===== src/rtl/cache_pkg.sv =====
// rtl/cache_pkg.sv - shared state encoding and address-split widths for the fetch icache
package cache_pkg;

  typedef enum logic [1:0] {
    IDLE    = 2'd0,
    FILL    = 2'd1,
    RESPOND = 2'd2
  } state_e;

  localparam int ADDR_W = 16;
  localparam int DATA_W = 16;

  function automatic int off_width(input int line_words);
    return $clog2(line_words);
  endfunction

  function automatic int idx_width(input int num_lines);
    return $clog2(num_lines);
  endfunction

  // Byte bit 0 is never part of the word address, hence the extra 1.
  function automatic int tag_width(input int num_lines, input int line_words);
    return ADDR_W - 1 - $clog2(num_lines) - $clog2(line_words);
  endfunction

endpackage


===== src/rtl/icache_data_array.sv =====
// rtl/icache_data_array.sv - tag/valid/data storage: combinational read, synchronous write, bulk valid clear
module icache_data_array
  import cache_pkg::*;
#(
  parameter int NUM_LINES  = 32,
  parameter int LINE_WORDS = 4,
  parameter int IDX_W      = 5,
  parameter int OFF_W      = 2,
  parameter int TAG_W      = 8
) (
  input  logic              clk,
  input  logic              i_rst_n,
  input  logic [IDX_W-1:0]  i_rd_idx,
  input  logic [OFF_W-1:0]  i_rd_off,
  output logic [DATA_W-1:0] o_rd_data,
  output logic [TAG_W-1:0]  o_rd_tag,
  output logic              o_rd_valid,
  input  logic              i_wr_en,
  input  logic [IDX_W-1:0]  i_wr_idx,
  input  logic [OFF_W-1:0]  i_wr_off,
  input  logic [DATA_W-1:0] i_wr_data,
  input  logic              i_tag_we,
  input  logic [TAG_W-1:0]  i_tag_wdata,
  input  logic              i_valid_wdata,
  input  logic              i_clr_all
);

  logic [DATA_W-1:0]    r_data [NUM_LINES][LINE_WORDS];
  logic [TAG_W-1:0]     r_tag  [NUM_LINES];
  logic [NUM_LINES-1:0] r_valid;

  assign o_rd_data  = r_data[i_rd_idx][i_rd_off];
  assign o_rd_tag   = r_tag[i_rd_idx];
  assign o_rd_valid = r_valid[i_rd_idx];

  always_ff @(posedge clk) begin
    if (i_wr_en) r_data[i_wr_idx][i_wr_off] <= i_wr_data;
    if (i_tag_we) r_tag[i_wr_idx] <= i_tag_wdata;
  end

  // Tag install and bulk clear never coincide: install happens in FILL, clear in IDLE/RESPOND.
  always_ff @(posedge clk or negedge i_rst_n) begin
    if (!i_rst_n) begin
      r_valid <= '0;
    end else if (i_clr_all) begin
      r_valid <= '0;
    end else if (i_tag_we) begin
      r_valid[i_wr_idx] <= i_valid_wdata;
    end
  end

endmodule


===== src/rtl/fetch_icache_ctrl.sv =====
// rtl/fetch_icache_ctrl.sv - direct-mapped read-only icache and line-fill controller
// Optional hit/miss counters: define ICACHE_STATS_EN.
module fetch_icache_ctrl
  import cache_pkg::*;
#(
  parameter int NUM_LINES  = 32,
  parameter int LINE_WORDS = 4,
  parameter int MAX_OUTST  = 4
) (
  input  logic        clk,
  input  logic        rst,
  input  logic        rd,
  input  logic [15:0] addr,
  input  logic        flush,
  input  logic        inv,
  output logic [15:0] instr,
  output logic        done,
  output logic        stall,
  output logic        hit,
  output logic        err,
  output logic        mem_req,
  output logic [15:0] mem_addr,
  input  logic        mem_gnt,
  input  logic        mem_rvalid,
  input  logic [15:0] mem_rdata,
  input  logic        mem_err
`ifdef ICACHE_STATS_EN
  ,
  output logic [15:0] hit_cnt,
  output logic [15:0] miss_cnt
`endif
);

  localparam int OFF_W = off_width(LINE_WORDS);
  localparam int IDX_W = idx_width(NUM_LINES);
  localparam int TAG_W = tag_width(NUM_LINES, LINE_WORDS);
  localparam int CNT_W = OFF_W + 1;
  localparam logic [CNT_W-1:0] LAST_RET   = CNT_W'(LINE_WORDS - 1);
  localparam logic [CNT_W-1:0] ALL_ISSUED = CNT_W'(LINE_WORDS);
  localparam logic [CNT_W-1:0] OUTST_MAX  = CNT_W'(MAX_OUTST);
  localparam logic [CNT_W-1:0] CNT_ONE    = CNT_W'(1);

  state_e r_state, w_next_state;

  logic [TAG_W-1:0] r_tag;
  logic [IDX_W-1:0] r_idx;
  logic [OFF_W-1:0] r_off;
  logic [CNT_W-1:0] r_issue, r_ret, r_outst;
  logic             r_err, r_drop, r_pend_inv;

  logic [OFF_W-1:0]  w_off;
  logic [IDX_W-1:0]  w_idx;
  logic [TAG_W-1:0]  w_tag;
  logic [IDX_W-1:0]  w_rd_idx;
  logic [OFF_W-1:0]  w_rd_off;
  logic [DATA_W-1:0] w_arr_data;
  logic [TAG_W-1:0]  w_arr_tag;
  logic              w_arr_valid;
  logic              w_lookup_hit;
  logic              w_issue, w_ret, w_last_ret;
  logic              w_clr_all;

  assign w_off = addr[OFF_W:1];
  assign w_idx = addr[OFF_W+IDX_W:OFF_W+1];
  assign w_tag = addr[ADDR_W-1:OFF_W+IDX_W+1];

  // The single read port serves the live lookup in IDLE and the latched word in RESPOND.
  assign w_rd_idx = (r_state == IDLE) ? w_idx : r_idx;
  assign w_rd_off = (r_state == IDLE) ? w_off : r_off;

  assign w_lookup_hit = w_arr_valid && (w_arr_tag == w_tag);
  assign w_issue      = mem_req & mem_gnt;
  assign w_ret        = (r_state == FILL) & mem_rvalid;
  assign w_last_ret   = w_ret && (r_ret == LAST_RET);

  icache_data_array #(
    .NUM_LINES (NUM_LINES),
    .LINE_WORDS(LINE_WORDS),
    .IDX_W     (IDX_W),
    .OFF_W     (OFF_W),
    .TAG_W     (TAG_W)
  ) u_array (
    .clk          (clk),
    .i_rst_n      (rst),
    .i_rd_idx     (w_rd_idx),
    .i_rd_off     (w_rd_off),
    .o_rd_data    (w_arr_data),
    .o_rd_tag     (w_arr_tag),
    .o_rd_valid   (w_arr_valid),
    .i_wr_en      (w_ret),
    .i_wr_idx     (r_idx),
    .i_wr_off     (r_ret[OFF_W-1:0]),
    .i_wr_data    (mem_rdata),
    .i_tag_we     (w_last_ret),
    .i_tag_wdata  (r_tag),
    .i_valid_wdata(~(r_err | mem_err)),
    .i_clr_all    (w_clr_all)
  );

  always_comb begin
    w_next_state = r_state;
    w_clr_all    = 1'b0;
    instr        = '0;
    done         = 1'b0;
    stall        = 1'b0;
    hit          = 1'b0;
    err          = 1'b0;
    mem_req      = 1'b0;
    mem_addr     = '0;
    unique case (r_state)
      IDLE: begin
        w_clr_all = inv;
        if (rd) begin
          if (addr[0]) begin
            err = 1'b1;
          end else if (w_lookup_hit) begin
            done  = 1'b1;
            hit   = 1'b1;
            instr = w_arr_data;
          end else begin
            stall        = 1'b1;
            w_next_state = FILL;
          end
        end
      end
      FILL: begin
        stall = 1'b1;
        if ((r_issue != ALL_ISSUED) && (r_outst != OUTST_MAX)) begin
          mem_req  = 1'b1;
          mem_addr = {r_tag, r_idx, r_issue[OFF_W-1:0], 1'b0};
        end
        if (w_last_ret) w_next_state = RESPOND;
      end
      RESPOND: begin
        // A flush arriving in this very cycle still suppresses the response.
        if (!(r_drop || flush)) begin
          if (r_err) begin
            err = 1'b1;
          end else begin
            done  = 1'b1;
            instr = w_arr_data;
          end
        end
        w_clr_all    = r_pend_inv | inv;
        w_next_state = IDLE;
      end
      default: w_next_state = IDLE;
    endcase
  end

  always_ff @(posedge clk or negedge rst) begin
    if (!rst) begin
      r_state    <= IDLE;
      r_tag      <= '0;
      r_idx      <= '0;
      r_off      <= '0;
      r_issue    <= '0;
      r_ret      <= '0;
      r_outst    <= '0;
      r_err      <= 1'b0;
      r_drop     <= 1'b0;
      r_pend_inv <= 1'b0;
    end else begin
      r_state <= w_next_state;
      unique case (r_state)
        IDLE: begin
          if (w_next_state == FILL) begin
            r_tag   <= w_tag;
            r_idx   <= w_idx;
            r_off   <= w_off;
            r_issue <= '0;
            r_ret   <= '0;
            r_outst <= '0;
            r_err   <= 1'b0;
            r_drop  <= 1'b0;
          end
        end
        FILL: begin
          if (w_issue) r_issue <= r_issue + CNT_ONE;
          if (w_ret) r_ret <= r_ret + CNT_ONE;
          if (w_issue && !w_ret) r_outst <= r_outst + CNT_ONE;
          else if (!w_issue && w_ret) r_outst <= r_outst - CNT_ONE;
          if (w_ret && mem_err) r_err <= 1'b1;
          if (flush) r_drop <= 1'b1;
          if (inv) r_pend_inv <= 1'b1;
        end
        RESPOND: begin
          r_drop     <= 1'b0;
          r_pend_inv <= 1'b0;
        end
        default: ;
      endcase
    end
  end

`ifdef ICACHE_STATS_EN
  always_ff @(posedge clk or negedge rst) begin
    if (!rst) begin
      hit_cnt  <= '0;
      miss_cnt <= '0;
    end else if (done) begin
      if (hit) begin
        if (hit_cnt != 16'hFFFF) hit_cnt <= hit_cnt + 16'd1;
      end else begin
        if (miss_cnt != 16'hFFFF) miss_cnt <= miss_cnt + 16'd1;
      end
    end
  end
`endif

endmodule

===== config.mk =====
export PLATFORM = sky130hd
export DESIGN_NAME = fetch_icache_ctrl
export DESIGN_NICKNAME = d
export VERILOG_FILES = /design/src/rtl/cache_pkg.sv /design/src/rtl/icache_data_array.sv /design/src/rtl/fetch_icache_ctrl.sv
export SDC_FILE = /design/constraint.sdc
export NUM_CORES = 2
export LEC_CHECK = 0
export BUFFER_PORTS_ARGS = -buffer_cell sky130_fd_sc_hd__buf_2
export CAP_MARGIN = 20
export CORE_AREA = 4 4 399 480
export DETAILED_ROUTE_END_ITERATION = 7
export DIE_AREA = 0 0 403 484
export MAX_ROUTING_LAYER = met4
export PLACE_DENSITY = 0.65
export SLEW_MARGIN = 5
export SYNTH_ARGS = -nofsm -noshare
export SYNTH_HDL_FRONTEND = slang
export SYNTH_SLANG_ARGS = --single-unit

===== constraint.sdc =====
create_clock -name clk -period 3.6 [get_ports clk]
set_input_delay 0.36 -clock clk [delete_from_list [all_inputs] [get_ports clk]]
set_output_delay 0.36 -clock clk [all_outputs]
set_load 0.03 [all_outputs]

==> summary.md <==
| Metric | Value |
|---|---|
| WL met3 | 19.6 mm |
| Largest vdd supply drop | about 800 uV |
| Die Area | 195000 um2 |
| Synth Net Count | 4746 |
| Top_reg_cell synth | edfxtp_1 |
| Synth top area share | between 70% and 80% |
| Ports | 77 |
| Residual DRC count | 0 |
| ANT nets after route | 0 |
| Power Density | 825 nW/um2 |
| Clock latency on the worst-skew pair | around 860 ps |
| M1 WL | a little over 90 mm |
| FILL cells | 13300 |
| Clock Pin Slew Worst Setup and Hold Paths | 60 ps |
| Total GRT Usage | 26.2% |
| CP Launch Type | flop |
| Top post-synthesis cells by area | edfxtp_1 74%, mux4_2 14%, dfrtp_1 1.6% |
| Initial antenna violation count | 11 |
| #FFs+latches synth | 2365 |
| Worst-margin pin slew | roughly 1200 ps |
| Ys async rst share | 2.58% |
| Placed insts | roughly 7500 |
| Synth warnings | 0 |
| Mapped Cells | 4698 |
| Total Wirelength | approximately 250 mm |
| Core area | 187000 um2 |
| Final Hold Fails | 0 |
| Post-Syn Area | 92900 um2 |
| Root buf cell | clkbuf_16 |
| Leakage | around 36 nW |
| Number of synthesized flops with an enable pin | 2304 |
| PnR worst setup slack | -1530 ps |
| Final setup TNS | -29950 ps |
| Starting Density | 49.7% |
| Area grow syn2layout | 19.0% |
| Max layer used | met4 |
| Max FO, Critical Path | 7 |
| Max Clock Freq | roughly 200 MHz |
| Drt pass-1 iters | 5 |
| Die X | between 400 and 500 um |
| Avg Inst Size Synth | 19.8 um2 |
| Wire per inst | 30.9 um |
| CTS H-tree depth | 4 |
| Status | finished with violations |
| Final #Nets | 5454 |
| Final HPWL DP | 152 mm |
| Max-cap violations | 0 |
| Num CTS Buffers | 221 |
| Row cnt | 174 |
| Tmin final | 5130 ps |
| Hold Crit Depth | 1 |
| Fin cells | 8062 |
| First-pass GRT wire length | 359 mm |
| Final Setup Violations | 39 |
| Number of global-route vias before repair | approximately 50000 |
| Hold Path End | u_array.r_data[23][30]$_DFFE_PP_ |
| Reg2Reg Depth | 19 |
| Max-slew violations | 0 |
| Crit end category | primary output |
| Reg2Reg Setup Slack | -340 ps |
| RSZ-0062 raised after global routing | true |
| Bufs on Longest Clock Path | 3 |
| Hold Worst Slack | 12.0 ps |
| Fin crit share | 143% |
| Die Height | just under 500 um |
| Post-synthesis sequential area ratio | 76.1% |
| IO buf count | 75 |
| Drt initial violations | roughly 5400 |
| CTS Sinks | 2365 |
| DR vias | 49900 |
| Setup clock skew after layout | 47.1 ps |
| Post-synthesis cell type count | 66 |
| Hold crit path type | in2reg |
| Failing checks | setup timing |
| CP Data Required Time | 3240 ps |
| Placer Congestion | roughly 0.85 |
| Critical Path AT | 4770 ps |
| CTS tree | yes |
| Yosys top cell by area | edfxtp_1 |
| Grt ovf | 0 |
| Worst r2r src | r_state[1]$_DFF_PN0_ |
| WL met2 | 125 mm |
| DR vias/cell | 6.18 |
| Layout cells sized above 1 | 32.7% |
| CP Class | reg2out |
| Slew HR | 22.3% |
| Largest net degree at the start of global routing | 114 |
| Design Power | 0.0912 W |
| Reg-to-reg endpoint | r_tag[3]$_DFFE_PN0P_ |
| Min-Delay Startpoint | mem_rdata[14] |
## Yosys cell counts, types with 32 or more instances
cell type / number
a21oi_1: 84
a311oi_1: 32
a31oi_1: 64
and2_1: 32
and3_1: 37
buf_2: 72
buf_4: 35
clkbuf_1: 162
dfrtp_1: 61
edfxtp_1: 2304
mux4_2: 584
nand2_1: 369
nand3_1: 195
nand4_1: 41
nor2_1: 176
nor2b_1: 57
nor3_1: 49
o21ai_0: 150
## critical path, cell delays in order, from the launching register on
cell and delay (ps):
dfrtp_1 390, or3b_4 440, nand2_8 160, buf_12 180, buf_12 130, buf_6 90, mux4_2 480, mux4_2 580
nor2b_4 180, nor4_4 600, buf_4 240, o221ai_4 110, and2_4 170, buf_6 130
## stage by stage
step / cell area (um2) / setup slack [ps] / util (%)
after global placement: 101000 / -1880 / 53.8
after global routing: 111000 / -1640 / 59.2
after CTS: 110000 / -1520 / 58.6
after detailed placement: 101000 / -1670 / 53.8
after floorplan: 92900 / 31.4 / -
final: 111000 / -1530 / 59.2
## layout by cell type, fill, tap and decap left out, types with 11 or more instances in the layout
cell,netlist,layout
edfxtp_1,2304,2304
mux4_2,584,584
buf_4,35,534
nand2_1,369,361
clkbuf_16,0,227
nand3_1,195,195
o21ai_0,150,149
nor2_1,176,138
buf_12,0,87
a21oi_1,84,81
dfrtp_1,61,61
buf_6,9,55
a31oi_1,64,53
clkbuf_1,162,53
nor3_1,49,49
clkinv_1,0,49
buf_2,72,43
nand4_1,41,41
clkinv_2,0,39
nor2_2,1,38
and3_1,37,37
nor2b_1,57,32
a311oi_1,32,26
nor2b_4,0,23
and2_1,32,23
bufinv_16,0,22
dlygate4sd3_1,0,21
buf_16,0,15
inv_1,13,13
o221ai_4,0,11
buf_8,2,11
## layout make-up
class,instances,area [um2],share of cell area [%]
Timing Repair Buffer,780,7790,7.05
Inverter,13,48.8,0.0441
Antenna cell,6,15.0,0.0136
Clock buffer,278,5800,5.24
Clock inverter,131,1290,1.17
Multi-Input combinational cell,2025,21800,19.7
Sequential cell,2365,70700,64.0
Tap cell,2464,3080,2.79
## power breakdown
part	internal [W]	switching (W)	leakage, nW
registers	0.0312	0.000256	21.5
clock network	0.0130	0.0100	3.46
logic	0.0173	0.0195	11.0
## flip-flops by register name, summed over array words and instances (netlist names)
| name | count |
|---|---|
| r_state | 2 |
| r_ret | 3 |
| u_array.r_tag | 256 |
| r_tag | 8 |
| u_array.r_valid | 32 |
| r_err | 1 |
| r_outst | 3 |
| r_off | 2 |
| r_idx | 5 |
| r_pend_inv | 1 |
| u_array.r_data | 2048 |
| r_issue | 3 |
| r_drop | 1 |
## per-layer routing
layer | track usage, % | vias up
met5 | - | -
met4 | 9.90 | 0
met3 | 4.13 | 456
met2 | 42.4 | 2389
met1 | 34.0 | 26400
li1 | - | 20600
## worst max-delay path by stage
stage	endpoint	slack [ps]	cells after the start	startpoint
after CTS	instr[3]	-1520	13	r_state[0]$_DFF_PN0_
after detailed placement	instr[0]	-1670	14	addr[3]
final	instr[10]	-1530	13	r_state[1]$_DFF_PN0_
after floorplan	hit	30	11	r_state[1]$_DFF_PN0_
after global placement	instr[15]	-1880	14	addr[3]
after global routing	instr[10]	-1640	13	r_state[1]$_DFF_PN0_
## kinds of logic (layout without fill, tap and decap cells)
kind of cell,count (synthesis),count (layout),synth area share [%]
flops,2365,2365,76.1
xor+xnor,12,12,0.121
simple gates,1002,1002,5.01
fa+ha+maj,8,8,0.116
buf+inv,308,1202,1.58
mux,613,613,14.5
other cells,1,7,0.00404
compound gates,389,389,2.56
## what timing repair did
item	4_1_cts	5_1_grt
hold endpoints to repair	64	0
cloned	10	5
buffers inserted	49	53
hold buffers	21	0
gates resized for setup	188	84
pin swaps	29	31
setup endpoints to repair	34	46
No activity file was read; power rests on OpenSTA's default activity.
